**src/rtl/full_event_monitor_if.sv**
```systemverilog
// Bus between the upstream wrap source / host and the full event monitor.
// The master side drives FULL_IN, ARM, ACK and THRESH_IN; the monitor is the slave.
interface full_event_monitor_if #(
  parameter int CNT_W  = 8,
  parameter int TOT_W  = 16,
  parameter int MISS_W = 4
);
  logic              FULL_IN;
  logic              ARM;
  logic              ACK;
  logic [CNT_W-1:0]  THRESH_IN;
  logic [CNT_W-1:0]  BATCH_CNT;
  logic [TOT_W-1:0]  TOTAL_CNT;
  logic [MISS_W-1:0] MISSED;
  logic              OVERFLOW;
  logic              IRQ;
  logic [1:0]        STATE;

  modport master (
    output FULL_IN, ARM, ACK, THRESH_IN,
    input  BATCH_CNT, TOTAL_CNT, MISSED, OVERFLOW, IRQ, STATE
  );

  modport slave (
    input  FULL_IN, ARM, ACK, THRESH_IN,
    output BATCH_CNT, TOTAL_CNT, MISSED, OVERFLOW, IRQ, STATE
  );
endinterface

```
**src/rtl/full_event_monitor.sv**
```systemverilog
// Full event monitor: turns rising edges of the upstream counter's FULL flag
// into wrap events, groups them into batches of programmable size, raises a
// level IRQ per completed batch and tracks missed events and a lifetime total.
module full_event_monitor #(
  parameter int CNT_W  = 8,
  parameter int TOT_W  = 16,
  parameter int MISS_W = 4
) (
  input logic                CLK,
  input logic                RESET_N,
  full_event_monitor_if.slave mon
);

  typedef enum logic [1:0] {
    S_IDLE  = 2'd0,
    S_ACCUM = 2'd1,
    S_PEND  = 2'd2
  } state_t;

  state_t              state_q, state_nx;
  logic                full_d;
  logic [CNT_W-1:0]    thr_q, thr_nx;
  logic [CNT_W-1:0]    batch_q, batch_nx;
  logic [TOT_W-1:0]    tot_q, tot_nx;
  logic [MISS_W-1:0]   miss_q, miss_nx;
  logic                ev;
  logic [CNT_W-1:0]    thr_in_eff;
  logic [CNT_W:0]      batch_inc;

  // Counters hold at all ones instead of wrapping.
  function automatic logic [TOT_W-1:0] sat_inc_tot(input logic [TOT_W-1:0] v);
    return (&v) ? v : v + {{(TOT_W-1){1'b0}}, 1'b1};
  endfunction

  function automatic logic [MISS_W-1:0] sat_inc_miss(input logic [MISS_W-1:0] v);
    return (&v) ? v : v + {{(MISS_W-1){1'b0}}, 1'b1};
  endfunction

  // A zero batch size would never complete, so it is promoted to one.
  function automatic logic [CNT_W-1:0] thr_clamp(input logic [CNT_W-1:0] v);
    return (v == '0) ? {{(CNT_W-1){1'b0}}, 1'b1} : v;
  endfunction

  assign ev         = mon.FULL_IN & ~full_d;
  assign thr_in_eff = thr_clamp(mon.THRESH_IN);
  // One bit wider so the compare against thr cannot alias on overflow.
  assign batch_inc  = {1'b0, batch_q} + {{CNT_W{1'b0}}, 1'b1};

  // State and counter registers; reset discards any pending batch or IRQ.
  always_ff @(posedge CLK or negedge RESET_N) begin
    if (!RESET_N) begin
      state_q <= S_IDLE;
      full_d  <= 1'b0;
      thr_q   <= '0;
      batch_q <= '0;
      tot_q   <= '0;
      miss_q  <= '0;
    end else begin
      state_q <= state_nx;
      full_d  <= mon.FULL_IN;
      thr_q   <= thr_nx;
      batch_q <= batch_nx;
      tot_q   <= tot_nx;
      miss_q  <= miss_nx;
    end
  end

  // Next-state and counter update; ARM drop in ACCUM and ACK in PEND take priority over events.
  always_comb begin
    state_nx = state_q;
    thr_nx   = thr_q;
    batch_nx = batch_q;
    tot_nx   = tot_q;
    miss_nx  = miss_q;
    case (state_q)
      S_IDLE: begin
        if (mon.ARM) begin
          batch_nx = '0;
          miss_nx  = '0;
          thr_nx   = thr_in_eff;
          state_nx = S_ACCUM;
        end
      end
      S_ACCUM: begin
        if (!mon.ARM) begin
          state_nx = S_IDLE;
        end else if (ev) begin
          tot_nx = sat_inc_tot(tot_q);
          if (batch_inc == {1'b0, thr_q}) begin
            batch_nx = thr_q;
            state_nx = S_PEND;
          end else begin
            batch_nx = batch_inc[CNT_W-1:0];
          end
        end
      end
      S_PEND: begin
        if (mon.ACK) begin
          miss_nx = '0;
          thr_nx  = thr_in_eff;
          if (mon.ARM) begin
            if (ev) begin
              // The coincident event opens the new batch rather than being missed.
              tot_nx   = sat_inc_tot(tot_q);
              batch_nx = {{(CNT_W-1){1'b0}}, 1'b1};
              state_nx = (thr_in_eff == {{(CNT_W-1){1'b0}}, 1'b1}) ? S_PEND : S_ACCUM;
            end else begin
              batch_nx = '0;
              state_nx = S_ACCUM;
            end
          end else begin
            batch_nx = '0;
            state_nx = S_IDLE;
          end
        end else if (ev) begin
          tot_nx  = sat_inc_tot(tot_q);
          miss_nx = sat_inc_miss(miss_q);
        end
      end
      default: begin
        state_nx = S_IDLE;
      end
    endcase
  end

  assign mon.BATCH_CNT = batch_q;
  assign mon.TOTAL_CNT = tot_q;
  assign mon.MISSED    = miss_q;
  assign mon.OVERFLOW  = (miss_q != '0);
  assign mon.IRQ       = (state_q == S_PEND);
  assign mon.STATE     = state_q;

endmodule

```
**src/flat_wrapper.sv**
```systemverilog
// flat-port wrapper written by rule: the top's interface ports become plain ports
module full_event_monitor_flat 
#(
  parameter int CNT_W  = 8,
  parameter int TOT_W  = 16,
  parameter int MISS_W = 4
)
  (CLK, RESET_N, mon_FULL_IN, mon_ARM, mon_ACK, mon_THRESH_IN, mon_BATCH_CNT, mon_TOTAL_CNT, mon_MISSED, mon_OVERFLOW, mon_IRQ, mon_STATE);
  full_event_monitor_if #(.CNT_W(CNT_W), .TOT_W(TOT_W), .MISS_W(MISS_W)) mon_i ();
  input logic CLK;
  input logic RESET_N;
  input wire logic [$bits(mon_i.FULL_IN)-1:0] mon_FULL_IN;
  input wire logic [$bits(mon_i.ARM)-1:0] mon_ARM;
  input wire logic [$bits(mon_i.ACK)-1:0] mon_ACK;
  input wire logic [$bits(mon_i.THRESH_IN)-1:0] mon_THRESH_IN;
  output wire logic [$bits(mon_i.BATCH_CNT)-1:0] mon_BATCH_CNT;
  output wire logic [$bits(mon_i.TOTAL_CNT)-1:0] mon_TOTAL_CNT;
  output wire logic [$bits(mon_i.MISSED)-1:0] mon_MISSED;
  output wire logic [$bits(mon_i.OVERFLOW)-1:0] mon_OVERFLOW;
  output wire logic [$bits(mon_i.IRQ)-1:0] mon_IRQ;
  output wire logic [$bits(mon_i.STATE)-1:0] mon_STATE;
  assign mon_i.FULL_IN = mon_FULL_IN;
  assign mon_i.ARM = mon_ARM;
  assign mon_i.ACK = mon_ACK;
  assign mon_i.THRESH_IN = mon_THRESH_IN;
  assign mon_BATCH_CNT = mon_i.BATCH_CNT;
  assign mon_TOTAL_CNT = mon_i.TOTAL_CNT;
  assign mon_MISSED = mon_i.MISSED;
  assign mon_OVERFLOW = mon_i.OVERFLOW;
  assign mon_IRQ = mon_i.IRQ;
  assign mon_STATE = mon_i.STATE;
  full_event_monitor #(.CNT_W(CNT_W), .TOT_W(TOT_W), .MISS_W(MISS_W)) u_core (.CLK(CLK), .RESET_N(RESET_N), .mon(mon_i));
endmodule
```
**config.mk**
```make
export PLATFORM = sky130hd
export DESIGN_NAME = full_event_monitor_flat
export DESIGN_NICKNAME = d
export VERILOG_FILES = /design/src/rtl/full_event_monitor_if.sv /design/src/rtl/full_event_monitor.sv /design/src/flat_wrapper.sv
export SDC_FILE = /design/constraint.sdc
export NUM_CORES = 1
export LEC_CHECK = 0
export CAP_MARGIN = 20
export CORE_MARGIN = 1
export CORE_UTILIZATION = 45
export CTS_BUF_LIST = sky130_fd_sc_hd__clkbuf_16
export CTS_CLUSTER_DIAMETER = 100
export CTS_CLUSTER_SIZE = 40
export DETAILED_ROUTE_END_ITERATION = 16
export GPL_TIMING_DRIVEN = 0
export HOLD_SLACK_MARGIN = 0.12
export PLACE_DENSITY = 0.77
export SYNTH_ARGS = -nofsm -noshare
export SYNTH_HDL_FRONTEND = slang
export SYNTH_SLANG_ARGS = --single-unit
```
**constraint.sdc**
```tcl
create_clock -name CLK -period 2.15 [get_ports CLK]
set_input_delay 0.43 -clock CLK [delete_from_list [all_inputs] [get_ports CLK]]
set_output_delay 0.43 -clock CLK [all_outputs]
set_load 0.02 [all_outputs]
```
* After elaboration in Yosys (flattened, before gate mapping)
Index checks and enable logic that the tools add are counted.
W data, S select, Z words.
** Storage, ports and cells
- Input bits :: 13
- Output and inout bits :: 32
- Word-level logic and storage cells :: 66
- Bits in registers :: 39
** Cells by class
- Eq/ne operators :: 12
- Muxes and demuxes :: 31
- Add/subtract/negate cells :: 3
- Bitwise gates (word level) :: 2
- Reductions and logical operators :: 12
** Operators by type and width (count)
- $mux W16 :: 4
- $mux W8 :: 8
- $pmux W16 S2 :: 1
- $pmux W8 S3 :: 1
- $add A16 B1 Y16 const B :: 1
- $mux W2 :: 8
- $mux W4 :: 4
- $pmux W8 S2 :: 1
- $reduce_and A16 Y1 :: 1
- $reduce_and A4 Y1 :: 3
- $add A8 B1 Y9 const B :: 1
- $eq A9 B8 Y1 :: 1
- $ne A3 B2 Y1 const B :: 3
- $eq A8 B1 Y1 const B :: 1
- $logic_not A8 Y1 :: 1
- $pmux W4 S2 :: 1
- $ne A2 B2 Y1 const B :: 3
- $pmux W2 S3 :: 1
- $reduce_and A5 Y1 :: 1
- $add A4 B1 Y4 const B :: 1
- $reduce_bool A2 Y1 :: 2
- $reduce_bool A4 Y1 :: 1
- $ne A3 B3 Y1 const B :: 1
- $reduce_and A3 Y1 :: 1
- 8 further kinds :: 9

* Longest topological paths before layout
- Word-level depth :: 8
- Mapped depth :: 9
- Mapped depth without buffers :: 8

* Least setup slack after synthesis
OpenSTA, ideal clock, no wires.
- Path kind :: register to register
- From :: register u_core.state_q[0], in the netlist u_core.mon.STATE[0]
- To :: register u_core.tot_q[15], in the netlist u_core.mon.TOTAL_CNT[15]
- Cell stages (with the launch flop) :: 8
- Data required time :: 2.022 ns
- Data arrival time :: 2.194 ns
- Period minus slack after synthesis :: 2.322 ns
- Setup slack :: -0.172 ns
- Cells stage by stage :: dfrtp_1 -> inv_1 -> ha_1 -> nor2b_1 -> o211ai_1 -> nor4_1 -> nand4_1 -> mux2_1
** Between the ends
- Word-level cells in the longest chain between the ends :: 2
- Elaborated cells on any way between the ends :: 4
- Those cells by class :: eq/ne (2); mux (1); reduce/logical (1)
** Ends and longest elaborated chain
- from (decl) :: line full_event_monitor.sv:20 : state_t state_q, state_nx;
- from (signal assigned) :: line full_event_monitor.sv:59 : state_q <= state_nx;
- $eq A2 B2 Y1 *
- via mon_IRQ :: line flat_wrapper.sv:20 : output wire logic [$bits(mon_i.IRQ)-1:0] mon_IRQ;
- $pmux W16 S2 or $reduce_bool A2 Y1 (tied branches)
- to (signal assigned) :: line full_event_monitor.sv:63 : tot_q <= tot_nx;
- to (decl) :: line full_event_monitor.sv:24 : logic [TOT_W-1:0] tot_q, tot_nx;
Mark *: on every way through the listed nets, which the timed path passes. The rest lies on a longest branch.
A chain may end at the register's enable or synchronous reset.

* Worst setup path after layout
- From :: register u_core.batch_q[1], in the netlist u_core.mon.BATCH_CNT[1]
- To :: register u_core.state_q[1], in the netlist u_core.mon.STATE[1]
** Between the ends
- Word-level cells in the longest chain between the ends :: 4
** Ends and longest elaborated chain
- from (decl) :: line full_event_monitor.sv:23 : logic [CNT_W-1:0] batch_q, batch_nx;
- from (signal assigned) :: line full_event_monitor.sv:62 : batch_q <= batch_nx;
- $add A8 B1 Y9 :: line full_event_monitor.sv:47 : assign batch_inc = {1'b0, batch_q} + {{CNT_W{1'b0}}, 1'b1};
- $eq A9 B8 Y1 :: line full_event_monitor.sv:89 : if (batch_inc == {1'b0, thr_q}) begin
- $ne A3 B2 Y1 (no source line)
- $reduce_and A4 Y1 (no source line)
Every way passes these cells.

==> impl_metrics.yaml <==
critical_path:
  reg2reg_depth: 8
  required_ns: 2.31
  worstPathMaxFanout: 6
  cp_slowest_stage_delay_ns: 0.40
  cp-end-kind: "flop"
  path_cells: "ha_4, nand3_2, or3_1, a32oi_2, nor4b_4, buf_4, mux2i_1, o211ai_2"
  start_kind: "flop"
  arrival_ns: 2.28
  slowest_stage: "dfrtp_2"
  timing_worst_setup_path_type: "reg2reg"
timing:
  slew_headroom_pct: 40.3
  setup_violations: 0
  tightest_slew_ns: 0.896
  fin_tns_setup_ns: 0
  finalCriticalPeriod_ns: 2.12
  slew_violations: 0
  clock_skew_ns: 0.00582
  hold_violations: 0
  layout_setup_ws_ns: 0.0278
  fmaxAchievable_mhz: 471
  rsz0062_at_grt: "true"
  period_share_pct: 98.7
routing:
  dr_total_vias: 2040
  drc: 0
  dr.first_iter.drc_count: 189
  wl_per_cell_um: 14.8
  postRouteAntennaNets: 0
  wl_um: 5470
  first_pass_iters: 4
  viasPerCell: 5.53
logic_synthesis:
  synth_compound_gate_area_share_pct: 15.8
  seq_area_frac_synth_pct: 41.6
  synth_enable_flop_cells: 0
  synth_area_per_cell_um2: 9.79
  synth_top_family_by_area: "simple AND/OR/NAND/NOR gates"
  synth_top_area_share_pct: 41.6
  async_flop_share_pct: 100
  synth_mux_area_share_pct: 5.59
  synth_fp_nets: 261
  yosys_warnings: 0
  synthCells: 240
  synth_top_area_cell: "dfrtp_1"
  synth-adder-area-share_pct: 4.26
  ys_types: 54
  synth_area_leaders: "dfrtp_1 42%, nand2_1 4.5%, xnor2_1 4.5%, ha_1 4.3%, xor2_1 3.0%"
  ys.flop_type: "dfrtp_1"
  synth-seq-cells: 39
  synth_area_um2: 2350
  synthSimpleGateAreaFrac_pct: 22.3
  synthXorXnorAreaFrac_pct: 7.46
clocking:
  cts.sinks: 39
  insertion_delay_ns: 0.28
  clockBufferDepth: 2
  cts_tree: "built"
  cts-root-buf: "clkbuf_16"
  cts_buffers: 5
  cts.reportedPaths.clkPinSlew_ns: 0.06
  htreeDepth: 2
run:
  maxCapViolCount: 0
grt:
  antenna_found_initial: 0
  grt_overflow_total: 0
  grt_pass1_vias: 1902
  grt_pass1_wl_um: 9040
  grt_max_degree: 40
  grtUsageTotal_pct: 21.7
floorplan:
  dieHeight_um: 74.2
  start_util_pct: 48.1
  core_area_um2: 4880
  core.rowCount: 25
  die_w_um: 74.2
  ioPinCount: 45
  die_area_um2: 5510
layout:
  nNetsFinal: 322
  antenna_cells: 0
  fill_cells: 409
  design_area_um2: 3220
  area_growth_pct: 37.0
  drive_above_1_share_pct: 19.5
power_and_ir_drop:
  worst_ir_drop_vdd_mv: 0.490
  powerDensity_nw_per_um2: 843
  leakage_nw: 1.31
  power_mw: 2.71
outcome:
  status: "finished clean"
min_path:
  hold_class: "in2async"
placement:
  globalplace.congestion: 0.823
  placed_area_um2: 2890
  pre_cts_ws_ns: -0.488
  hpwl_um: 3770
  io_buffers: 44
[through the flow]
step	utilization [%]	hold WS, ns	std cells
floorplan	-	0.134	240
global placement	59.4	0.503	351
detailed placement	59.3	0.499	351
CTS	64.5	0.296	367
global route	65.9	0.346	369
finish	65.9	0.258	369
[state kept, by name, summed over array words and instances (netlist names)]
| name | cells |
|---|---|
| u_core.mon.STATE | 2 |
| u_core.mon.MISSED | 4 |
| u_core.full_d | 1 |
| u_core.thr_q | 8 |
| u_core.mon.TOTAL_CNT | 16 |
| u_core.mon.BATCH_CNT | 8 |
[synthesized netlist by cell type, types with 2 or more instances]
| library cell | number |
|---|---|
| nor3_1 | 5 |
| ha_1 | 8 |
| mux2i_1 | 3 |
| nor2_1 | 16 |
| nand3_1 | 12 |
| o211a_1 | 2 |
| or3_1 | 2 |
| mux2_2 | 3 |
| nand4_1 | 8 |
| buf_4 | 3 |
| a211o_1 | 3 |
| inv_1 | 7 |
| dfrtp_1 | 39 |
| nand2b_1 | 3 |
| a31oi_1 | 6 |
| o21ai_0 | 7 |
| o31ai_1 | 2 |
| nand2_1 | 28 |
| o211ai_2 | 2 |
| nor2b_1 | 3 |
| xor2_1 | 8 |
| o21ai_1 | 5 |
| xnor2_1 | 12 |
| mux2_1 | 6 |
| nor4_1 | 2 |
| a32oi_1 | 3 |
| buf_1 | 2 |
| and3_1 | 4 |
| or4b_1 | 2 |
| a21oi_1 | 10 |
[critical path: cells and delay by family, from the launching register on]
kind	cells	cell delay [ns]
flops	1	0.40
compound gates	2	0.26
buf+inv	1	0.20
mux	1	0.22
fa+ha+maj	1	0.19
simple gates	3	0.72
[cells in the final DEF, fill, tap and decap left out, types with 4 or more instances in the layout]
| master | n |
|---|---|
| nor2_1 | 15 |
| clkbuf_16 | 5 |
| nand4_1 | 8 |
| inv_1 | 6 |
| a21oi_1 | 10 |
| nand2_1 | 28 |
| xnor2_1 | 11 |
| buf_4 | 13 |
| a31oi_1 | 5 |
| o21ai_1 | 5 |
| and3_1 | 4 |
| ha_1 | 6 |
| mux2_1 | 6 |
| clkdlybuf4s50_1 | 42 |
| dfrtp_1 | 36 |
| nand3_1 | 11 |
| xor2_1 | 7 |
| o21ai_0 | 7 |
[kinds of logic after synthesis]
| group | count (synthesis) |
|---|---|
| AND/OR/NAND/NOR | 96 |
| AO/OA/AOI/OAI | 51 |
| flip-flops | 39 |
| XOR/XNOR | 20 |
| buffers and inverters | 14 |
| multiplexers | 12 |
| adder cells (fa/ha/maj) | 8 |
[final cells by class]
cell class              count  area, um2  area share [%]
multi-input cells         187       1410            43.9
flip-flops and latches     39        980            30.4
repair buffers             54        505            15.7
clock buffers               5        125            3.89
well taps                  67       83.8            2.60
plain buffers               7       47.5            1.48
clock inverters             3       38.8            1.21
inverters                   7       26.3           0.816
[final timing paths]
check	start	slack, ns	to
max in group asynchronous	RESET_N	1.27	u_core.mon.STATE[0]
min in group CLK	u_core.thr_q[1]	0.51	u_core.thr_q[1]
setup / recovery	u_core.mon.BATCH_CNT[1]	0.03	u_core.mon.STATE[1]
hold / removal	RESET_N	0.26	u_core.mon.BATCH_CNT[7]
hold reg to reg	u_core.thr_q[1]	0.51	u_core.thr_q[1]
setup reg to reg	u_core.mon.BATCH_CNT[1]	0.03	u_core.mon.STATE[1]
[power breakdown]
part	internal, mW	switching, mW
registers	0.864	0.151
logic	0.415	0.448
clock network	0.541	0.293
total	1.82	0.893
[timing repair]
action,in CTS,in global routing
setup buffers,8,2
setup endpoints to repair,25,15
hold buffers,0,0
resized for setup,11,13
pin swaps,2,4
endpoints found under the hold margin,0,0
[layer usage]
layer / global-route usage [%] / wire length, um
met5: 0 / 0
met4: 6.92 / 72
met3: 5.42 / 292
met2: 36.5 / 2590
met1: 27.7 / 2510
Note: power is estimated with default switching activity, not from simulation.
